--- src/rtl/riscv_dbus_arbiter.sv ---
// Two-master arbiter for the riscv_io_bridge data port, one transaction in flight.
// Optional round-robin arbitration is enabled with `define DBUS_ARB_RR_EN.

`ifndef CACHE_D_WRITE_LEN
`define CACHE_D_WRITE_LEN 2
`endif
`ifndef CACHE_D_WRITE_SB
`define CACHE_D_WRITE_SB 2'b01
`endif
`ifndef CACHE_D_WRITE_SH
`define CACHE_D_WRITE_SH 2'b10
`endif
`ifndef CACHE_D_WRITE_SW
`define CACHE_D_WRITE_SW 2'b11
`endif

module riscv_dbus_arbiter #(
  parameter int RD_LAT = 1
) (
  input  logic                          clk,
  input  logic                          rst,
  input  logic                          m0_req,
  input  logic                          m0_we,
  input  logic [`CACHE_D_WRITE_LEN-1:0] m0_wtype,
  input  logic [31:0]                   m0_addr,
  input  logic [31:0]                   m0_wdata,
  output logic                          m0_ack,
  output logic [31:0]                   m0_rdata,
  input  logic                          m1_req,
  input  logic                          m1_we,
  input  logic [`CACHE_D_WRITE_LEN-1:0] m1_wtype,
  input  logic [31:0]                   m1_addr,
  input  logic [31:0]                   m1_wdata,
  output logic                          m1_ack,
  output logic [31:0]                   m1_rdata,
  output logic                          bus_write_en,
  output logic [`CACHE_D_WRITE_LEN-1:0] bus_write,
  output logic [31:0]                   bus_addr,
  output logic [31:0]                   bus_wdata,
  input  logic [31:0]                   bus_rdata,
  output logic                          busy
);

  // Handshake: a master raises req with stable fields and holds them until its
  // ack pulse; ack is a single cycle and rdata is only meaningful during it.

  localparam int CW = (RD_LAT > 1) ? $clog2(RD_LAT) : 1;

  typedef enum logic [1:0] {IDLE, ACCESS, ACK} state_t;

  state_t                         state, state_nxt;
  logic                           owner;
  logic                           last_owner;
  logic                           grant_m1;
  logic [CW-1:0]                  lat_cnt;
  logic                           lat_done;
  logic [31:0]                    rdata_q;
  logic                           we_q;
  logic [`CACHE_D_WRITE_LEN-1:0]  wtype_q;
  logic [31:0]                    addr_q;
  logic [31:0]                    wdata_q;
  logic                           in_access;
  logic                           in_ack;
  logic                           unused_last_owner;

`ifdef DBUS_ARB_RR_EN
  // On a tie the master that did not own the previous transaction wins.
  assign grant_m1 = m1_req & (~m0_req | ~last_owner);
`else
  assign grant_m1 = m1_req & ~m0_req;
`endif
  assign unused_last_owner = last_owner;

  assign lat_done = (lat_cnt == CW'(RD_LAT - 1));

  always_ff @(posedge clk) begin
    if (rst) begin
      state      <= IDLE;
      owner      <= 1'b0;
      last_owner <= 1'b1;
      lat_cnt    <= '0;
      rdata_q    <= '0;
      we_q       <= 1'b0;
      wtype_q    <= '0;
      addr_q     <= '0;
      wdata_q    <= '0;
    end else begin
      state <= state_nxt;
      case (state)
        IDLE: begin
          if (m0_req || m1_req) begin
            owner   <= grant_m1;
            lat_cnt <= '0;
            we_q    <= grant_m1 ? m1_we    : m0_we;
            wtype_q <= grant_m1 ? m1_wtype : m0_wtype;
            addr_q  <= grant_m1 ? m1_addr  : m0_addr;
            wdata_q <= grant_m1 ? m1_wdata : m0_wdata;
          end
        end
        ACCESS: begin
          lat_cnt <= lat_cnt + CW'(1);
          if (lat_done) rdata_q <= bus_rdata;
        end
        ACK: last_owner <= owner;
        default: ;
      endcase
    end
  end

  always_comb begin
    state_nxt = state;
    case (state)
      IDLE:    if (m0_req || m1_req) state_nxt = ACCESS;
      ACCESS:  if (lat_done) state_nxt = ACK;
      ACK:     state_nxt = IDLE;
      default: state_nxt = IDLE;
    endcase
  end

  // Reset masks the store strobe and the ack so an aborted access leaves no trace.
  assign in_access    = (state == ACCESS);
  assign in_ack       = (state == ACK) && !rst;
  assign bus_write_en = in_access && (lat_cnt == '0) && we_q && !rst;
  assign bus_write    = in_access ? wtype_q : '0;
  assign bus_addr     = in_access ? addr_q  : '0;
  assign bus_wdata    = in_access ? wdata_q : '0;

  assign m0_ack   = in_ack && !owner;
  assign m1_ack   = in_ack && owner;
  assign m0_rdata = m0_ack ? rdata_q : '0;
  assign m1_rdata = m1_ack ? rdata_q : '0;
  assign busy     = (state != IDLE);

endmodule

--- config.mk ---
export PLATFORM = sky130hd
export DESIGN_NAME = riscv_dbus_arbiter
export DESIGN_NICKNAME = d
export VERILOG_FILES = /design/src/rtl/riscv_dbus_arbiter.sv
export SDC_FILE = /design/constraint.sdc
export NUM_CORES = 1
export LEC_CHECK = 0
export ABC_CLOCK_PERIOD_IN_PS = 2100
export BUFFER_PORTS_ARGS = -buffer_cell sky130_fd_sc_hd__buf_2
export CAP_MARGIN = 20
export CORE_MARGIN = 2
export CORE_UTILIZATION = 39
export CTS_BUF_LIST = sky130_fd_sc_hd__clkbuf_4
export DETAILED_ROUTE_END_ITERATION = 8
export MAX_ROUTING_LAYER = met4
export PLACE_DENSITY = 0.72
export SYNTH_ARGS = -nofsm -noshare
export SYNTH_HDL_FRONTEND = slang
export SYNTH_SLANG_ARGS = --single-unit
--- constraint.sdc ---
create_clock -name clk -period 2.1 [get_ports clk]
set_clock_uncertainty 0.2 [all_clocks]
set_input_delay 0.21 -clock clk [delete_from_list [all_inputs] [get_ports clk]]
set_output_delay 0.21 -clock clk [all_outputs]
set_load 0.05 [all_outputs]
# Yosys cells after proc, flatten, opt, wreduce, memory -nomap -nowiden
# Cells that the tools add are included.
dict set report totals {
  ff_bits 103
  input_bits 170
  output_inout_bits 134
  word_cells 46
}
dict set report classes {
  addsub 1
  n_eq_ne 4
  n_mux 14
  bitwise 3
  n_reduce_logical 16
}
# op count
set op_table {}
lappend op_table {{2-to-1 mux 32 bit} 6}
lappend op_table {{2-to-1 mux 2 bit} 4}
lappend op_table {{AND reduction 2 bit} 4}
lappend op_table {{logical AND 1 bit} 6}
lappend op_table {{!= test 2 bit (second input constant)} 2}
lappend op_table {{one-hot mux 2 bit (2 select lines)} 1}
lappend op_table {{nonzero test 2 bit} 2}
lappend op_table {{== test 2 x 1 -> 1 bit (second input constant)} 1}
lappend op_table {{== test 2 bit (second input constant)} 1}
lappend op_table {{zero test 1 bit} 2}
lappend op_table {{zero test 2 bit} 1}
lappend op_table {{2-to-1 mux 1 bit} 2}
lappend op_table {{NOT 1 bit} 2}
lappend op_table {{one-hot mux 1 bit (2 select lines)} 1}
lappend op_table {{adder 1 bit (second input constant)} 1}
lappend op_table {{bitwise AND 1 bit} 1}
lappend op_table {{logical OR 1 bit} 1}

# Depth between registers and ports, before layout
# Gate-level depths: netlist (run 1).
dict set report logic_depth {
  ltp_word 4
  mapped_depth 6
  mapped_depth_nobuf 4
}

# Worst setup path before layout (run 1)
# No wires, ideal clock.
dict set report synth_timing {
  path_type {register to output}
  from {reg state[0]}
  to {out bus_write_en}
  arrival_ns 2.103
  required_time_ns 1.690
  setup_slack_ns -0.413
  stages_incl_launch_ff 5
  cell_sequence {dfxtp_1 nor2b_2 buf_2 nand2_1 nor3b_1}
}
dict set report synth_between {
  elab_chain_len 4
}
# item line
set synth_lines {}
lappend synth_lines {{start, declared} 51} ;# state_t state, state_nxt;
lappend synth_lines {{start signal, assigned} 88} ;# state <= state_nxt;
lappend synth_lines {{== test 2 x 1 -> 1 bit} 121} ;# assign in_access = (state == ACCESS);
lappend synth_lines {{logical AND 1 bit (3 in series)} 123} ;# assign bus_write_en = in_access && (lat_cnt == '0) && we_q && !rst;
lappend synth_lines {{end, declared} 36} ;# output logic bus_write_en,
# Every way passes these cells.

# Final worst setup path (run 1)
dict set report layout_timing {
  from {reg state[0]}
  to {out bus_addr[18]}
}
dict set report layout_between {
  elab_chain_len 2
}
# item line
set layout_lines {}
lappend layout_lines {{== test 2 x 1 -> 1 bit} 121}
lappend layout_lines {{2-to-1 mux 32 bit} 125} ;# assign bus_addr = in_access ? addr_q : '0;
lappend layout_lines {{end, declared} 38} ;# output logic [31:0] bus_addr,
# Every way passes these cells.

==> impl_results.md, run 1 <==
* Status: finished with violations
* Failing checks: setup timing
* Count leader, synth: nand2_1
* Routing usage on met3 at 7.16%
* Initial Utilization at 39.6%
* GRT overflow at 0
* Top_reg_cell synth: dfxtp_1
* Worst Path Class, Setup: register to output pin
* Post-synth top area share at 38.0%
* Post-synthesis area per instance at 8.32 µm²
* Hold Vio Cnt, Final at 0
* Worst-Margin Slew at 898 ps
* Dominant cell type by area after synthesis: dfxtp_1
* Synthesized flop and latch total at 103
* Synthesized netlist cell count at approximately 650
* CP arrival at 1760 ps
* Met2 Usage GRT at 50.4%
* Clock Latency Late Sink at 470 ps
* Hold Path Class: input port to register
* All-Layer GR Usage at 30.3%
* Post-DR vias/cell at 5.38
* Final Setup Violations at 66
* Core area at approximately 14000 µm²
* Max Cap Viol at 0
* Die Span Y at 122 µm
* YS warnings at 0
* ANT nets after route at 0
* Worst path slowest cell: dfxtp_4
* Clock Tree Root: clkbuf_4
* Peak VDD IR at between 0.3 and 0.4 mV
* Final max-slew violation count at 0
* Clock sinks at 103
* Global route hottest layer: met2
* RSZ-0062 raised after global routing: yes
* Top cells by area, synth: dfxtp_1, and2_1, nand2_1
* Hpwl dp at between 10000 and 15000 µm
* Final net count at 1261
* Fillers at 811
* Layout area overhead at 83.3%
* FP Rows at 43
* M1 GR Usage at 33.6%
* Tcrit/Tclk final at 103%
* Fmax at 0.460 GHz
* Die Area at around 15000 µm²
* Crit path capture type: output pin
* Final Util at 72.6%
* Clk slew on worst S/H paths at 160 ps
* Starting DRC count in detailed routing at 592
* Leak at 4.44 nW
* First-pass GRT wire length at 34400 µm
* Layout cells sized above 1 at about two fifths
* Worst Slack Setup Final at -72.2 ps
* CTS tree: done
* Number of synthesized flops with an enable pin at 0
* Crit-path max cell delay at approximately 400 ps
* CP Max Fanout at 21
* GP Congestion at 0.802
* Cells along the critical path: nor2b_4 -> buf_12 -> and2_1 -> buf_4
* Critical Path Source Type: register
* # IOs at 304
* Inserted Clock Buffers at 9
* Residual DRC count at 0
* Vias in the first global route at around 6700
* Mapped cell area at 5430 µm²
* Relative slew slack at about 40%
* Port-buffer cells at around 300
* Initial antenna violation count at 1
* Die width at 122 µm
* Distinct cell type count of the synthesized netlist at 29
* Max clock buf depth at 2
* Vias post-DR at 6880
* H-tree levels at 3
* Register area share after synthesis at a little under two fifths
* PwrDens at 533 nW/µm²
* Min Tclk post-route at ~2200 ps
* CP required at about 1700 ps
* Asr flop ratio synth at 0%
* Tot Pwr at roughly 5.3 mW
* R2r setup slk at 400 ps
* Drt wl/cell at 18.7 µm
* Largest net degree at the start of global routing at 75
* Post-synth top cells: nand2_1, and2_1, dfxtp_1
* Final WL at around 24000 µm
* Router iterations before antenna repair at 5
* Synth Net Count at between 800 and 900
-- state kept, by name (all words and copies together), names as in the netlist --
name and flops:
we_q 1, owner 1, wtype_q 2, addr_q 32, rdata_q 32, state 2, lat_cnt 1, wdata_q 32
-- metrics by stage --
step | setup slack (ps) | hold WS, ps | TNS (ps) | std cells | cell area [µm²]
6_report | -72.2 | 94.0 | -1100 | 1278 | 9960
5_1_grt | -161 | 74.3 | -13210 | 1277 | 9960
4_1_cts | -79.5 | 58.0 | -4730 | 1276 | 9680
3_5_place_dp | 275 | 252 | 0 | 1088 | 7100
3_3_place_gp | 304 | 244 | 0 | 1088 | 7100
2_1_floorplan | 68.8 | 157 | 0 | 653 | 5440
-- cell families (layout without fill, tap and decap cells) --
logic type	Yosys count	after routing	share of synthesized area, %
muxes	32	32	5.90
other	0	2	0
AOI/OAI and AO/OA	139	139	20.9
DFF	103	103	38.0
and+or+nand+nor	311	311	28.7
buffers and inverters	68	511	6.61
-- cell type report --
cell class	instances	area (µm²)	share of cell area, %
clock inverter	6	58.8	0.590
inverter	2	7.51	0.0754
clock buffer	10	75.1	0.754
tap	180	225	2.26
multi-input combinational	482	3150	31.6
timing repair buffer	493	4370	43.9
sequential	103	2070	20.8
antenna	2	5.00	0.0503
-- what timing repair did --
item | 4_1_cts | 5_1_grt
hold endpoints to repair | 100 | 0
setup endpoints to repair | 133 | 132
hold buffers | 168 | 0
pin swaps | 2 | 8
resized for setup | 231 | 91
buffers inserted | 2 | 1
cloned | 2 | 0
-- cells in the final DEF (no fill, tap or decap), drive strengths merged --
master,netlist,layout
buf,40,325
dlygate4sd3,0,168
nand2,136,136
and2,130,130
dfxtp,103,103
a21oi,69,69
a311oi,67,67
nor2,37,37
mux2i,32,32
clkbuf,26,10
clkinv,0,3
inv,2,3
diode,0,2
nor2b,2,2
nor3b,2,2
and4bb,1,1
nor4b,1,1
nand2b,1,1
or2,1,1
a22oi,1,1
o21ai,1,1
a211o,1,1
clkinvlp,0,1
bufinv,0,1
-- worst paths after layout --
| kind | start | to | depth (start not counted) |
|---|---|---|---|
| worst max register to register | state[0]$_SDFFE_PP0P_ | rdata_q[22]$_SDFFE_PP0P_ | 5 |
| worst max-delay path | state[0]$_SDFFE_PP0P_ | bus_addr[18] | 4 |
| worst min-delay path | rst | state[0]$_SDFFE_PP0P_ | 3 |
| worst min register to register | wdata_q[1]$_SDFFE_PP0P_ | wdata_q[1]$_SDFFE_PP0P_ | 2 |
-- critical path, delay by kind of cell (launching register included) --
family / cells / cell delay (ps)
DFF: 1 / 400
and+or+nand+nor: 2 / 460
buffers and inverters: 2 / 420
-- report_power, final --
| group | switching (mW) | internal (mW) | total [mW] | leakage, nW |
|---|---|---|---|---|
| Sequential | 0.149 | 2.17 | 2.32 | 0.853 |
| Clock | 0.700 | 0.372 | 1.07 | 0.0719 |
| Combinational | 1.03 | 0.882 | 1.92 | 3.51 |
-- per-layer routing --
metal  part of all wire, %  up-vias
met4                   4.2        0
met1                    37     3216
met3                   8.4       99
met2                    50      458
li1                      -     3107
met5                     0        -
No activity file was read; power rests on OpenSTA's default activity.
==> run 2: changes to the inputs <==
--- a/config.mk
+++ b/config.mk
@@ -12,8 +12,10 @@
 export CORE_UTILIZATION = 39
 export CTS_BUF_LIST = sky130_fd_sc_hd__clkbuf_4
 export DETAILED_ROUTE_END_ITERATION = 8
+export HOLD_SLACK_MARGIN = 0.06
 export MAX_ROUTING_LAYER = met4
 export PLACE_DENSITY = 0.72
+export SKIP_CTS_REPAIR_TIMING = 1
 export SYNTH_ARGS = -nofsm -noshare
 export SYNTH_HDL_FRONTEND = slang
 export SYNTH_SLANG_ARGS = --single-unit
==> impl_results.md, run 2 (synthesis gave the netlist of run 1 again) <==
* Worst hold start: rst (unchanged)
* Reg2reg end: rdata_q[20]$_SDFFE_PP0P_ (was rdata_q[22]$_SDFFE_PP0P_)
* # IOs at 304 (unchanged)
* Clk slew on worst S/H paths at 160 ps (about the same)
* Max Cap Viol at 0 (unchanged)
* Final Cell Area at 9990 µm² (was 9960 µm²)
* Hold WS at 105 ps (was 94.0 ps)
* R2r setup slk at 460 ps (was 400 ps)
* Final WL at 24200 µm (was 23800 µm)
* Hold Vio Cnt, Final at 0 (unchanged)
* Initial antenna violation count at 3 (was 1)
* Global route hottest layer: met2 (unchanged)
* PwrDens at 531 nW/µm² (was 533 nW/µm²)
* Post-DR vias/cell at 5.41 (was 5.38)
* Worst path slowest cell: dfxtp_2 (was dfxtp_4)
* Final Setup Violations at 74 (was 66)
* Critical Path Source Type: register (unchanged)
* RSZ-0062 raised after global routing: yes (unchanged)
* Worst R2R Path Depth at 4 (was 5)
* Max clock buf depth at 2 (unchanged)
* Worst Path Class, Setup: register to output pin (unchanged)
* CP arrival at 1770 ps (was 1760 ps)
* Die Area at 14900 µm² (unchanged)
* Final Util at 72.8% (was 72.6%)
* Crit path capture type: output pin (unchanged)
* Starting DRC count in detailed routing at 578 (was 592)
* Clock sinks at 103 (unchanged)
* Crit-path max cell delay at 380 ps (was 400 ps)
* Die Span Y at 122 µm (unchanged)
* FP Rows at 43 (unchanged)
* Commonest non-fill, non-tap cell in the layout: buf_2 (unchanged)
* M1 GR Usage at 26.2% (was 33.6%)
* Met2 Usage GRT at 33.1% (was 50.4%)
* Fillers at 842 (was 811)
* GRT overflow at 0 (unchanged)
* Placed inst area at 7100 µm² (unchanged)
* Tcrit/Tclk final at 104% (was 103%)
* Residual DRC count at 0 (unchanged)
* Worst Hold Path EP: state[0]$_SDFFE_PP0P_ (unchanged)
* Min Tclk post-route at 2180 ps (was 2170 ps)
* Status: finished with violations (unchanged)
* CP Max Fanout at 33 (was 21)
* Peak VDD IR at 0.383 mV (was 0.389 mV)
* Die width at 122 µm (unchanged)
* Finished Layout Cells at 1281 (was 1278)
* Inserted Clock Buffers at 9 (unchanged)
* Drt wl/cell at 18.9 µm (was 18.7 µm)
* All-Layer GR Usage at 20.9% (was 30.3%)
* Hold depth at 3 (unchanged)
* Routing usage on met3 at 4.96% (was 7.16%)
* H-tree levels at 3 (unchanged)
* Final max-slew violation count at 0 (unchanged)
* Tot Pwr at 5.30 mW (was 5.31 mW)
* Layout cells sized above 1 at 36.7% (was 38.5%)
* ANT nets after route at 0 (unchanged)
* Hold Path Class: input port to register (unchanged)
* Hpwl dp at 11200 µm (unchanged)
* Worst Slack Setup Final at -80.2 ps (was -72.2 ps)
* First-pass GRT wire length at 24000 µm (was 34400 µm)
* CP required at 1690 ps (about the same)
* Worst-Margin Slew at 873 ps (was 898 ps)
* Inst Count DP at 1088 (unchanged)
* GP Congestion at 0.802 (unchanged)
* Clock Tree Root: clkbuf_4 (unchanged)
* CTS tree: done (unchanged)
* Fmax at 0.459 GHz (was 0.460 GHz)
* Setup TNS at -2330 ps (was -1100 ps)
* Largest registers: addr_q (32), rdata_q (32), wdata_q (32) (unchanged)
* Cells along the critical path: nor4b_4 -> buf_12 -> and2_1 -> buf_6 (was nor2b_4 -> buf_12 -> and2_1 -> buf_4)
* Leak at 4.43 nW (was 4.44 nW)
* Vias post-DR at 6925 (was 6880)
* Final net count at 1262 (was 1261)
* Failing checks: setup timing (unchanged)
* Router iterations before antenna repair at 5 (unchanged)
* Reg2reg start: state[0]$_SDFFE_PP0P_ (unchanged)
* Vias in the first global route at 4801 (was 6733)
* Core area at 13700 µm² (unchanged)
* Relative slew slack at 41.8% (was 40.1%)
* Port-buffer cells at 303 (unchanged)
* Initial Utilization at 39.6% (unchanged)
* Pre-CTS setup slack at 275 ps (unchanged)
* Commonest cells after routing, fill and taps aside: buf_2, dlygate4sd3_1, nand2_1, buf_6, and2_1 (was buf_2, dlygate4sd3_1, nand2_1, dfxtp_1, and2_1)
* Clock Latency Late Sink at 480 ps (was 470 ps)
* Layout area overhead at 83.9% (was 83.3%)
* Largest net degree at the start of global routing at 75 (unchanged)
run 2: area by class of cell:
| class | count | area (µm²) | area share [%] |
|---|---|---|---|
| Multi-Input combinational cell | 482 | 3100 | 31.1 |
| Tap cell | 180 | 225 | 2.25 |
| Clock buffer | 10 | 75.1 | 0.752 |
| Sequential cell | 103 | 2070 | 20.7 |
| Timing Repair Buffer | 494 | 4440 | 44.4 |
| Clock inverter | 6 | 58.8 | 0.589 |
| Inverter | 2 | 7.51 | 0.0752 |
| Antenna cell | 4 | 10.0 | 0.100 |
run 2: power breakdown:
part / internal, mW / leakage [nW] / switching (mW)
sequential: 2.17 / 0.853 / 0.146
combinational: 0.885 / 3.51 / 1.05
clock: 0.372 / 0.0719 / 0.682
run 2: critical path: cells and delay by family (launching register included):
kind                   cells  cell delay (ps)
buffers and inverters      2              390
and+or+nand+nor            2              520
DFF                        1              380
run 2: worst max path at each step:
stage,slack [ps],startpoint,depth (start not counted),to
floorplan,70,state[0]$_SDFFE_PP0P_,4,bus_write_en
global placement,300,state[0]$_SDFFE_PP0P_,4,bus_addr[30]
CTS,-290,state[0]$_SDFFE_PP0P_,4,bus_wdata[12]
finish,-80,owner$_SDFFE_PP0P_,4,m0_rdata[24]
global route,-180,state[0]$_SDFFE_PP0P_,4,m1_rdata[25]
detailed placement,270,state[0]$_SDFFE_PP0P_,4,bus_wdata[12]
run 2: per-layer routing:
layer,wire (µm),share of wire [%]
met1,8900,37
met2,12100,50
met3,2190,9.0
met4,1050,4.3
met5,0,0
